<file path="config.mk">
export PLATFORM = sky130hd
export DESIGN_NAME = spi_master_multi
export DESIGN_NICKNAME = d
export VERILOG_FILES = /design/src/rtl/spi_master_multi.sv
export SDC_FILE = /design/constraint.sdc
export NUM_CORES = 1
export LEC_CHECK = 0
export CORE_ASPECT_RATIO = 0.75
export CORE_MARGIN = 2
export CORE_UTILIZATION = 50
export DETAILED_ROUTE_END_ITERATION = 10
export PLACE_DENSITY = 0.8
export SLEW_MARGIN = 10
export SYNTH_ARGS = -nofsm -noshare
export SYNTH_HDL_FRONTEND = slang
export SYNTH_SLANG_ARGS = --single-unit
</file>
<file path="constraint.sdc">
create_clock -name clk -period 3.69 [get_ports clk]
set_input_delay 0.5535 -clock clk [delete_from_list [all_inputs] [get_ports clk]]
set_output_delay 0.5535 -clock clk [all_outputs]
set_load 0.05 [all_outputs]
</file>
<file path="src/rtl/spi_master_multi.sv">
// spi_master_multi: parametrised SPI master with runtime-selectable mode and bit order.
//
// A transfer is requested with start while idle. The word, slave index, CPOL, CPHA and
// bit order are captured at that moment, so later changes on those inputs do not affect
// the transfer in flight. Phase sequence: IDLE -> SETUP -> SHIFT -> HOLD -> GAP -> IDLE,
// where every phase (and every SCLK half-period inside SHIFT) lasts CLK_DIV clk cycles.
//
// Ports:
//   clk, rst_n          system clock, asynchronous active-low reset
//   start               transfer request, only looked at in IDLE
//   tx_data, ss_sel     word to send and target slave index, captured on accept
//   cpol, cpha          SPI mode; cpol also sets the SCLK idle level while in IDLE
//   lsb_first           bit order, captured on accept
//   busy                high from the cycle after accept until back in IDLE
//   done                one-cycle pulse when rx_data is updated
//   rx_data             last received word, held until the next done
//   err                 one-cycle pulse when start names a slave that does not exist
//   SCLK, SS_N, MOSI    serial clock, active-low selects (at most one low), serial out
//   MISO                serial in
module spi_master_multi #(
    parameter int DATA_W  = 8,
    parameter int CLK_DIV = 4,
    parameter int NUM_SS  = 4,
    parameter int SEL_W   = 2
) (
    input  logic              clk,
    input  logic              rst_n,
    input  logic              start,
    input  logic [DATA_W-1:0] tx_data,
    input  logic [SEL_W-1:0]  ss_sel,
    input  logic              cpol,
    input  logic              cpha,
    input  logic              lsb_first,
    output logic              busy,
    output logic              done,
    output logic [DATA_W-1:0] rx_data,
    output logic              err,
    output logic              SCLK,
    output logic [NUM_SS-1:0] SS_N,
    output logic              MOSI,
    input  logic              MISO
);

    localparam int CNT_W  = (CLK_DIV > 1) ? $clog2(CLK_DIV) : 1;
    localparam int HALF_W = (DATA_W > 1) ? $clog2(2 * DATA_W) : 1;

    localparam logic [CNT_W-1:0]  CNT_LAST   = CNT_W'(CLK_DIV - 1);
    localparam logic [HALF_W-1:0] HALF_LAST  = HALF_W'(2 * DATA_W - 1);
    // Entering the final half-period is the last trailing edge; no new bit follows it.
    localparam logic [HALF_W-1:0] HALF_LAST2 = HALF_W'(2 * DATA_W - 2);
    localparam logic [SEL_W:0]    SS_COUNT   = (SEL_W + 1)'(NUM_SS);

    typedef enum logic [2:0] {
        ST_IDLE,
        ST_SETUP,
        ST_SHIFT,
        ST_HOLD,
        ST_GAP
    } state_e;

    state_e              state_q, state_d;
    logic [CNT_W-1:0]    cnt_q, cnt_d;
    logic [HALF_W-1:0]   half_q, half_d;
    logic [DATA_W-1:0]   tx_sh_q, tx_sh_d;
    logic [DATA_W-1:0]   rx_sh_q, rx_sh_d;
    logic [DATA_W-1:0]   rx_data_q, rx_data_d;
    logic [NUM_SS-1:0]   ss_n_q, ss_n_d;
    logic                cpol_q, cpol_d;
    logic                cpha_q, cpha_d;
    logic                lsb_q, lsb_d;
    logic                sclk_q, sclk_d;
    logic                mosi_q, mosi_d;
    logic                busy_q, busy_d;
    logic                done_q, done_d;
    logic                err_q, err_d;

    logic                phase_end;
    logic                lead_edge, trail_edge, sample, present;
    logic                tx_bit;
    logic [DATA_W-1:0]   tx_shifted, rx_shifted;

    assign phase_end  = (cnt_q == CNT_LAST);
    assign tx_bit     = lsb_q ? tx_sh_q[0] : tx_sh_q[DATA_W-1];
    assign tx_shifted = lsb_q ? (tx_sh_q >> 1) : (tx_sh_q << 1);
    assign rx_shifted = lsb_q ? ((rx_sh_q >> 1) | (DATA_W'(MISO) << (DATA_W - 1)))
                              : ((rx_sh_q << 1) | DATA_W'(MISO));

    // NOTE: every signal written here gets a default first, so no path leaves one
    // unassigned and no latch can be inferred.
    always_comb begin
        state_d    = state_q;
        cnt_d      = cnt_q + CNT_W'(1);
        half_d     = half_q;
        tx_sh_d    = tx_sh_q;
        rx_sh_d    = rx_sh_q;
        rx_data_d  = rx_data_q;
        ss_n_d     = ss_n_q;
        cpol_d     = cpol_q;
        cpha_d     = cpha_q;
        lsb_d      = lsb_q;
        sclk_d     = sclk_q;
        mosi_d     = mosi_q;
        done_d     = 1'b0;
        err_d      = 1'b0;
        lead_edge  = 1'b0;
        trail_edge = 1'b0;

        case (state_q)
            ST_IDLE: begin
                cnt_d  = '0;
                sclk_d = cpol;
                mosi_d = 1'b0;
                if (start) begin
                    if ({1'b0, ss_sel} < SS_COUNT) begin
                        state_d = ST_SETUP;
                        cpol_d  = cpol;
                        cpha_d  = cpha;
                        lsb_d   = lsb_first;
                        ss_n_d  = ~(NUM_SS'(1) << ss_sel);
                        rx_sh_d = '0;
                        if (!cpha) begin
                            // CPHA=0: the first bit must already be on MOSI before the
                            // first (sampling) edge, so it goes out on entry to SETUP.
                            mosi_d  = lsb_first ? tx_data[0] : tx_data[DATA_W-1];
                            tx_sh_d = lsb_first ? (tx_data >> 1) : (tx_data << 1);
                        end else begin
                            tx_sh_d = tx_data;
                        end
                    end else begin
                        err_d = 1'b1;
                    end
                end
            end
            ST_SETUP: begin
                if (phase_end) begin
                    state_d   = ST_SHIFT;
                    cnt_d     = '0;
                    half_d    = '0;
                    sclk_d    = ~cpol_q;
                    lead_edge = 1'b1;
                end
            end
            ST_SHIFT: begin
                if (phase_end) begin
                    cnt_d = '0;
                    if (half_q == HALF_LAST) begin
                        state_d = ST_HOLD;
                    end else begin
                        half_d = half_q + HALF_W'(1);
                        sclk_d = ~sclk_q;
                        // Even half-periods are entered by leading edges, odd by trailing.
                        if (half_q[0]) lead_edge = 1'b1;
                        else           trail_edge = 1'b1;
                    end
                end
            end
            ST_HOLD: begin
                if (phase_end) begin
                    state_d   = ST_GAP;
                    cnt_d     = '0;
                    ss_n_d    = '1;
                    mosi_d    = 1'b0;
                    rx_data_d = rx_sh_q;
                    done_d    = 1'b1;
                end
            end
            ST_GAP: begin
                if (phase_end) begin
                    state_d = ST_IDLE;
                    cnt_d   = '0;
                end
            end
            default: begin
                state_d = ST_IDLE;
                cnt_d   = '0;
            end
        endcase

        sample  = (lead_edge & ~cpha_q) | (trail_edge & cpha_q);
        present = (lead_edge & cpha_q) | (trail_edge & ~cpha_q & (half_q != HALF_LAST2));
        if (sample) begin
            rx_sh_d = rx_shifted;
        end
        if (present) begin
            mosi_d  = tx_bit;
            tx_sh_d = tx_shifted;
        end

        busy_d = (state_d != ST_IDLE);
    end

    // NOTE: state is updated with non-blocking assignments so every flop samples the
    // values from before the edge, independent of statement order.
    always_ff @(posedge clk or negedge rst_n) begin
        if (!rst_n) begin
            state_q   <= ST_IDLE;
            cnt_q     <= '0;
            half_q    <= '0;
            tx_sh_q   <= '0;
            rx_sh_q   <= '0;
            rx_data_q <= '0;
            ss_n_q    <= '1;
            cpol_q    <= 1'b0;
            cpha_q    <= 1'b0;
            lsb_q     <= 1'b0;
            sclk_q    <= 1'b0;
            mosi_q    <= 1'b0;
            busy_q    <= 1'b0;
            done_q    <= 1'b0;
            err_q     <= 1'b0;
        end else begin
            state_q   <= state_d;
            cnt_q     <= cnt_d;
            half_q    <= half_d;
            tx_sh_q   <= tx_sh_d;
            rx_sh_q   <= rx_sh_d;
            rx_data_q <= rx_data_d;
            ss_n_q    <= ss_n_d;
            cpol_q    <= cpol_d;
            cpha_q    <= cpha_d;
            lsb_q     <= lsb_d;
            sclk_q    <= sclk_d;
            mosi_q    <= mosi_d;
            busy_q    <= busy_d;
            done_q    <= done_d;
            err_q     <= err_d;
        end
    end

    assign busy    = busy_q;
    assign done    = done_q;
    assign rx_data = rx_data_q;
    assign err     = err_q;
    assign SCLK    = sclk_q;
    assign SS_N    = ss_n_q;
    assign MOSI    = mosi_q;

endmodule

</file>
==> results.py, run 1 <==
metrics = {
    "run_status": {
        "outcome": "finished, final reports clean",
    },
    "detailed_routing": {
        "drt_pass1_iterations": 4,
        "drt_iter0_drc": 94,
        "ant_nets": 0,
        "viasPerCell": 5.54,
        "routed_wl_um": 4890,
        "drc_errors": 0,
        "vias": 1784,
        "wl_per_cell_um": 15.2,
    },
    "power": {
        "p_leak_nw": 1.23,
        "vdd_drop_max_mv": 0.433,
        "powerDensity_nw_per_um2": 720,
        "power_mw": 2.04,
    },
    "setup_path": {
        "end_kind": "primary output",
        "critical_path_class": "register to primary output",
        "critical_path.top_delay_family": "buffers and inverters",
        "cp.required_ns": 3.14,
        "cp_slowest_stage_delay_ns": 0.80,
        "start_kind": "register",
        "cp.arrival_ns": 1.66,
        "path_cells": "clkdlybuf4s50_1",
        "cp_slowest_cell": "clkdlybuf4s50_1",
        "worstPathMaxFanout": 2,
        "crit_buf_inv": 1,
    },
    "sta": {
        "setup_tns_ns": 0,
        "rsz0062_at_grt": "false",
        "fin_skew_ns": 0.00524,
        "min_period_ns": 2.21,
        "slew_viol_final": 0,
        "finalSetupViolations": 0,
        "slew-limit-headroom_pct": 34.0,
        "finalCritPeriodShare_pct": 59.9,
        "hold_viol_final": 0,
        "fmax_ghz": 0.453,
        "hold_slack_ns": 0.407,
        "tightest_slew_ns": 0.990,
    },
    "logic_synthesis": {
        "postSynth.asyncResetShare_pct": 100,
        "yosys_warnings": 0,
        "yosys.area.top_type": "dfrtp_1",
        "syn_nets": 260,
        "synth-edff-count": 0,
        "synth_area_leaders": "dfrtp_1, mux2i_1, nand2_1, dfstp_2, o21ai_0",
        "synth-main-ff-cell": "dfrtp_1",
        "syn_inst": 240,
        "netlist_area_um2": 2430,
        "ys_seq_area_share_pct": 45.5,
        "yosysTopAreaCellShare_pct": 41.2,
        "ys_ff_latch": 44,
        "ys_types": 47,
        "syn_avg_cell_area_um2": 10.1,
    },
    "place": {
        "dp_hpwl_um": 3390,
        "gp_routability_congestion": 0.831,
        "io_buffer_count": 32,
    },
    "layout": {
        "nets": 284,
        "syn_to_final_growth_pct": 16.8,
        "drive_gt1_share_pct": 8.30,
        "diodes": 0,
    },
    "floorplan": {
        "die_height_um": 64.4,
        "rows": 21,
        "die_x_um": 84.5,
        "dieArea_um2": 5440,
        "coreArea_um2": 4570,
        "io_pins": 34,
        "start_util_pct": 53.1,
    },
    "clocking": {
        "cts_buffers": 5,
        "cts-root-buf": "clkbuf_8",
        "cts_tree": "yes",
        "clk_pin_slew_ns": 0.09,
        "postCtsSetupBuffers": 0,
        "clk_latency_ns": 0.30,
        "htree_levels": 2,
        "holdBufCountCts": 0,
        "clockBufferDepth": 2,
        "cts_resized": 0,
        "clock-sinks": 44,
    },
    "global_routing": {
        "grt_pass1_wl_um": 8170,
        "antenna_found_initial": 0,
        "grt_max_degree": 45,
        "grt_usage_pct": 18.9,
        "grt-ovfl-total": 0,
        "grt_pass1_vias": 1723,
    },
    "hold_path": {
        "hold_path_class": "input pin to async pin",
    },
    "run": {
        "max-cap-violations": 0,
    },
}
==> cell families after synthesis <==
family / synth area share, %
DFF: 45.5
muxes: 19.0
and+or+nand+nor: 16.7
other: 0.154
AOI/OAI and AO/OA: 10.6
xor gates and xnor gates: 0.721
buffers and inverters: 5.72
adders and majority gates: 1.55
==> where the power goes <==
part	switching, mW	internal [mW]
logic	0.462	0.357
clock network	0.178	0.204
registers	0.196	0.644
==> Yosys cell counts, types with 2 or more instances <==
cell	instances
o31ai_1	2
buf_2	6
dfrtp_1	40
xor2_1	2
buf_4	4
ha_1	3
a31oi_1	3
inv_1	10
a21oi_1	5
nand3_1	4
or4_1	2
nand2_1	54
buf_6	2
nor3_1	5
clkbuf_1	2
mux2i_1	46
nor2_1	4
dfstp_2	4
o21ai_0	14
==> cells in the final DEF, fill, tap and decap left out, drive strengths merged, types with 5 or more instances in the layout <==
| master | synthesis | routed |
|---|---|---|
| dfrtp | 40 | 40 |
| nor3 | 6 | 6 |
| clkbuf | 3 | 5 |
| clkdlybuf4s50 | 0 | 31 |
| mux2i | 46 | 46 |
| a21oi | 5 | 5 |
| o21ai | 15 | 15 |
| inv | 10 | 11 |
| nand2 | 54 | 54 |
==> metrics by stage <==
step	util, %	std cells	setup WS (ns)	cell area (µm²)
2_1_floorplan	-	240	2.04	2430
3_3_place_gp	59.5	314	1.42	2720
3_5_place_dp	59.5	314	1.32	2720
4_1_cts	62.0	322	1.47	2840
5_1_grt	62.0	322	1.23	2840
6_report	62.0	322	1.48	2840
==> path summary, 6_finish.rpt <==
kind	from	to	slack [ns]	depth (start not counted)
min in group clk	cnt_q[0]	cnt_q[0]	0.44	1
setup / recovery	SS_N[1]	SS_N[1]	1.48	1
max in group asynchronous	rst_n	cpol_q	2.66	1
hold / removal	rst_n	half_q[3]	0.41	1
setup reg to reg	cnt_q[0]	SS_N[2]	1.50	5
hold reg to reg	cnt_q[0]	cnt_q[0]	0.44	1
==> flip-flops by register name, summed over array words and instances (netlist names) <==
name	count
cpol_q	1
MOSI	1
cpha_q	1
tx_sh_q	8
SS_N	4
state_q	3
cnt_q	2
done	1
half_q	4
rx_data	8
busy	1
lsb_q	1
SCLK	1
rx_sh_q	8
==> cell type report <==
class | instances | area (µm²)
clock buffers | 5 | 68.8
fillers | 409 | 1740
flip-flops and latches | 44 | 1110
well taps | 57 | 71.3
clock inverters | 3 | 46.3
multi-input cells | 170 | 1180
repair buffers | 33 | 323
inverters | 10 | 37.5
==> metal layers <==
layer / global-route usage [%] / wire, µm / vias to the layer above
li1: - / - / 877
met1: 26.4 / 2410 / 857
met2: 30.5 / 2210 / 43
met3: 3.49 / 216 / 7
met4: 5.36 / 50 / 0
met5: 0 / 0 / -
(Power assumes the default switching activity.)
==> run 2: changes to the inputs <==
--- a/config.mk
+++ b/config.mk
@@ -7,9 +7,9 @@
 export LEC_CHECK = 0
 export CORE_ASPECT_RATIO = 0.75
 export CORE_MARGIN = 2
-export CORE_UTILIZATION = 50
+export CORE_UTILIZATION = 49
 export DETAILED_ROUTE_END_ITERATION = 10
-export PLACE_DENSITY = 0.8
+export PLACE_DENSITY = 0.82
 export SLEW_MARGIN = 10
 export SYNTH_ARGS = -nofsm -noshare
 export SYNTH_HDL_FRONTEND = slang
==> constraint.sdc (replaced) <==
create_clock -name clk -period 1.9 [get_ports clk]
set_input_delay 0.285 -clock clk [delete_from_list [all_inputs] [get_ports clk]]
set_output_delay 0.285 -clock clk [all_outputs]
set_load 0.05 [all_outputs]
==> results.py, run 2 (synthesized netlist as in run 1, its figures left out) <==
metrics = {
    "power": {
        "vdd_drop_max_mv": 0.914,
        "p_seq_share_pct": 36.2,
        "p_sw_mw": 1.65,
        "p_leak_nw": 1.33,
        "power.share.clock_pct": 18.7,
        "powerDensity_nw_per_um2": 1380,
        "power.internal_mw": 2.48,
        "power_frac_comb_pct": 45.0,
        "power_mw": 4.13,
        "swShare_pct": 40.0,
    },
    "global_routing": {
        "use_met2_pct": 30.4,
        "use_met3_pct": 4.97,
        "grt_util_met1_pct": 27.4,
        "grt_usage_pct": 19.8,
        "grt_pass1_wl_um": 8570,
        "grt-ovfl-total": 0,
        "antenna_found_initial": 0,
        "busiest_layer": "met2",
        "grt_pass1_vias": 1791,
        "grt_max_degree": 28,
    },
    "layout": {
        "fillers": 404,
        "syn_to_final_growth_pct": 23.4,
        "final_common_cell": "nand2_1",
        "fin_cells": 341,
        "seqCellArea_um2": 1110,
        "diodes": 0,
        "drive_gt1_share_pct": 14.6,
        "nets": 300,
        "multi_input_area_um2": 1180,
        "mostFrequentLayoutCells": "nand2_1, mux2i_1, dfrtp_1",
    },
    "clocking": {
        "cts_resized": 0,
        "clk_latency_ns": 0.31,
        "cts_tree": "yes",
        "cts-root-buf": "clkbuf_8",
        "htree_levels": 2,
        "holdBufCountCts": 1,
        "clk_pin_slew_ns": 0.09,
        "clock-sinks": 44,
        "cts_buffers": 5,
        "postCtsSetupBuffers": 0,
        "clockBufferDepth": 2,
    },
    "setup_path": {
        "cp.required_ns": 1.62,
        "cp_slowest_stage_delay_ns": 0.82,
        "start_kind": "register",
        "cp.arrival_ns": 1.52,
        "path_cells": "clkdlybuf4s50_1",
        "crit_buf_inv": 1,
        "critical_path.top_delay_family": "buffers and inverters",
        "worstPathMaxFanout": 2,
        "end_kind": "primary output",
        "critical_path_class": "register to primary output",
        "cp_slowest_cell": "clkdlybuf4s50_1",
        "rrSetupSlack_ns": 0.11,
    },
    "sta": {
        "tightest_slew_ns": 0.531,
        "slew_viol_final": 0,
        "hold_viol_final": 0,
        "slew-limit-headroom_pct": 64.6,
        "fin_skew_ns": 0.00962,
        "finalSetupViolations": 0,
        "finalCritPeriodShare_pct": 95.0,
        "min_period_ns": 1.80,
        "rsz0062_at_grt": "false",
        "setup_tns_ns": 0,
        "fmax_ghz": 0.554,
    },
    "floorplan": {
        "die_height_um": 65.0,
        "coreArea_um2": 4840,
        "start_util_pct": 50.1,
        "io_pins": 34,
        "dieArea_um2": 5540,
        "rows": 22,
        "die_x_um": 85.3,
    },
    "detailed_routing": {
        "ant_nets": 0,
        "drc_errors": 0,
        "wl_per_cell_um": 14.6,
        "drt_iter0_drc": 64,
        "routed_wl_um": 4990,
        "vias": 1817,
        "drt_pass1_iterations": 4,
        "viasPerCell": 5.33,
    },
    "place": {
        "dp_hpwl_um": 3600,
        "io_buffer_count": 32,
        "dp_cells": 332,
        "gp_routability_congestion": 0.860,
    },
    "run": {
        "max-cap-violations": 0,
    },
    "run_status": {
        "outcome": "finished, final reports clean",
    },
    "hold_path": {
        "hold_path_class": "input pin to async pin",
    },
}
[run 2: path summary, 6_finish.rpt]
| kind | depth (start not counted) | start | endpoint |
|---|---|---|---|
| min | 2 | rst_n | rx_data[7] |
| max | 1 | MOSI | MOSI |
| min reg2reg | 1 | cnt_q[0] | cnt_q[0] |
| min in group clk | 1 | cnt_q[0] | cnt_q[0] |
| max reg2reg | 5 | half_q[1] | half_q[3] |
| max in group asynchronous | 3 | rst_n | tx_sh_q[5] |
[run 2: area by class of cell]
cell class	count	share of cell area, %
flip-flops and latches	44	36.9
multi-input cells	170	39.5
inverters	10	1.25
clock inverters	2	1.29
repair buffers	49	15.8
clock buffers	6	2.76
well taps	60	2.51
[run 2: layer usage]
metal | up-vias | routed length, µm | part of all wire (%)
li1 | 911 | - | -
met1 | 856 | 2440 | 49
met2 | 43 | 2210 | 44
met3 | 7 | 281 | 5.6
met4 | 0 | 61 | 1.2
met5 | - | 0 | 0
[run 2: stage by stage]
step	util [%]	hold WS (ns)	instance area, µm²	worst slack [ns]
after floorplan	-	-0.0106	2430	0.252
after global placement	59.1	0.253	2870	0.185
after CTS	61.9	0.449	3000	0.0893
final	61.9	0.434	3000	0.0953
after detailed placement	59.1	0.254	2870	0.146
after global routing	61.9	0.476	3000	0.00643
[run 2: power by group through the flow]
stage	Sequential (mW)	Clock, mW	Combinational, mW
6_report	1.50	0.775	1.86
5_1_grt	1.54	0.834	2.04
4_1_cts	1.50	0.789	1.88
3_5_place_dp	1.51	0	1.87
3_3_place_gp	1.50	0	1.81
2_1_floorplan	1.74	0	1.10
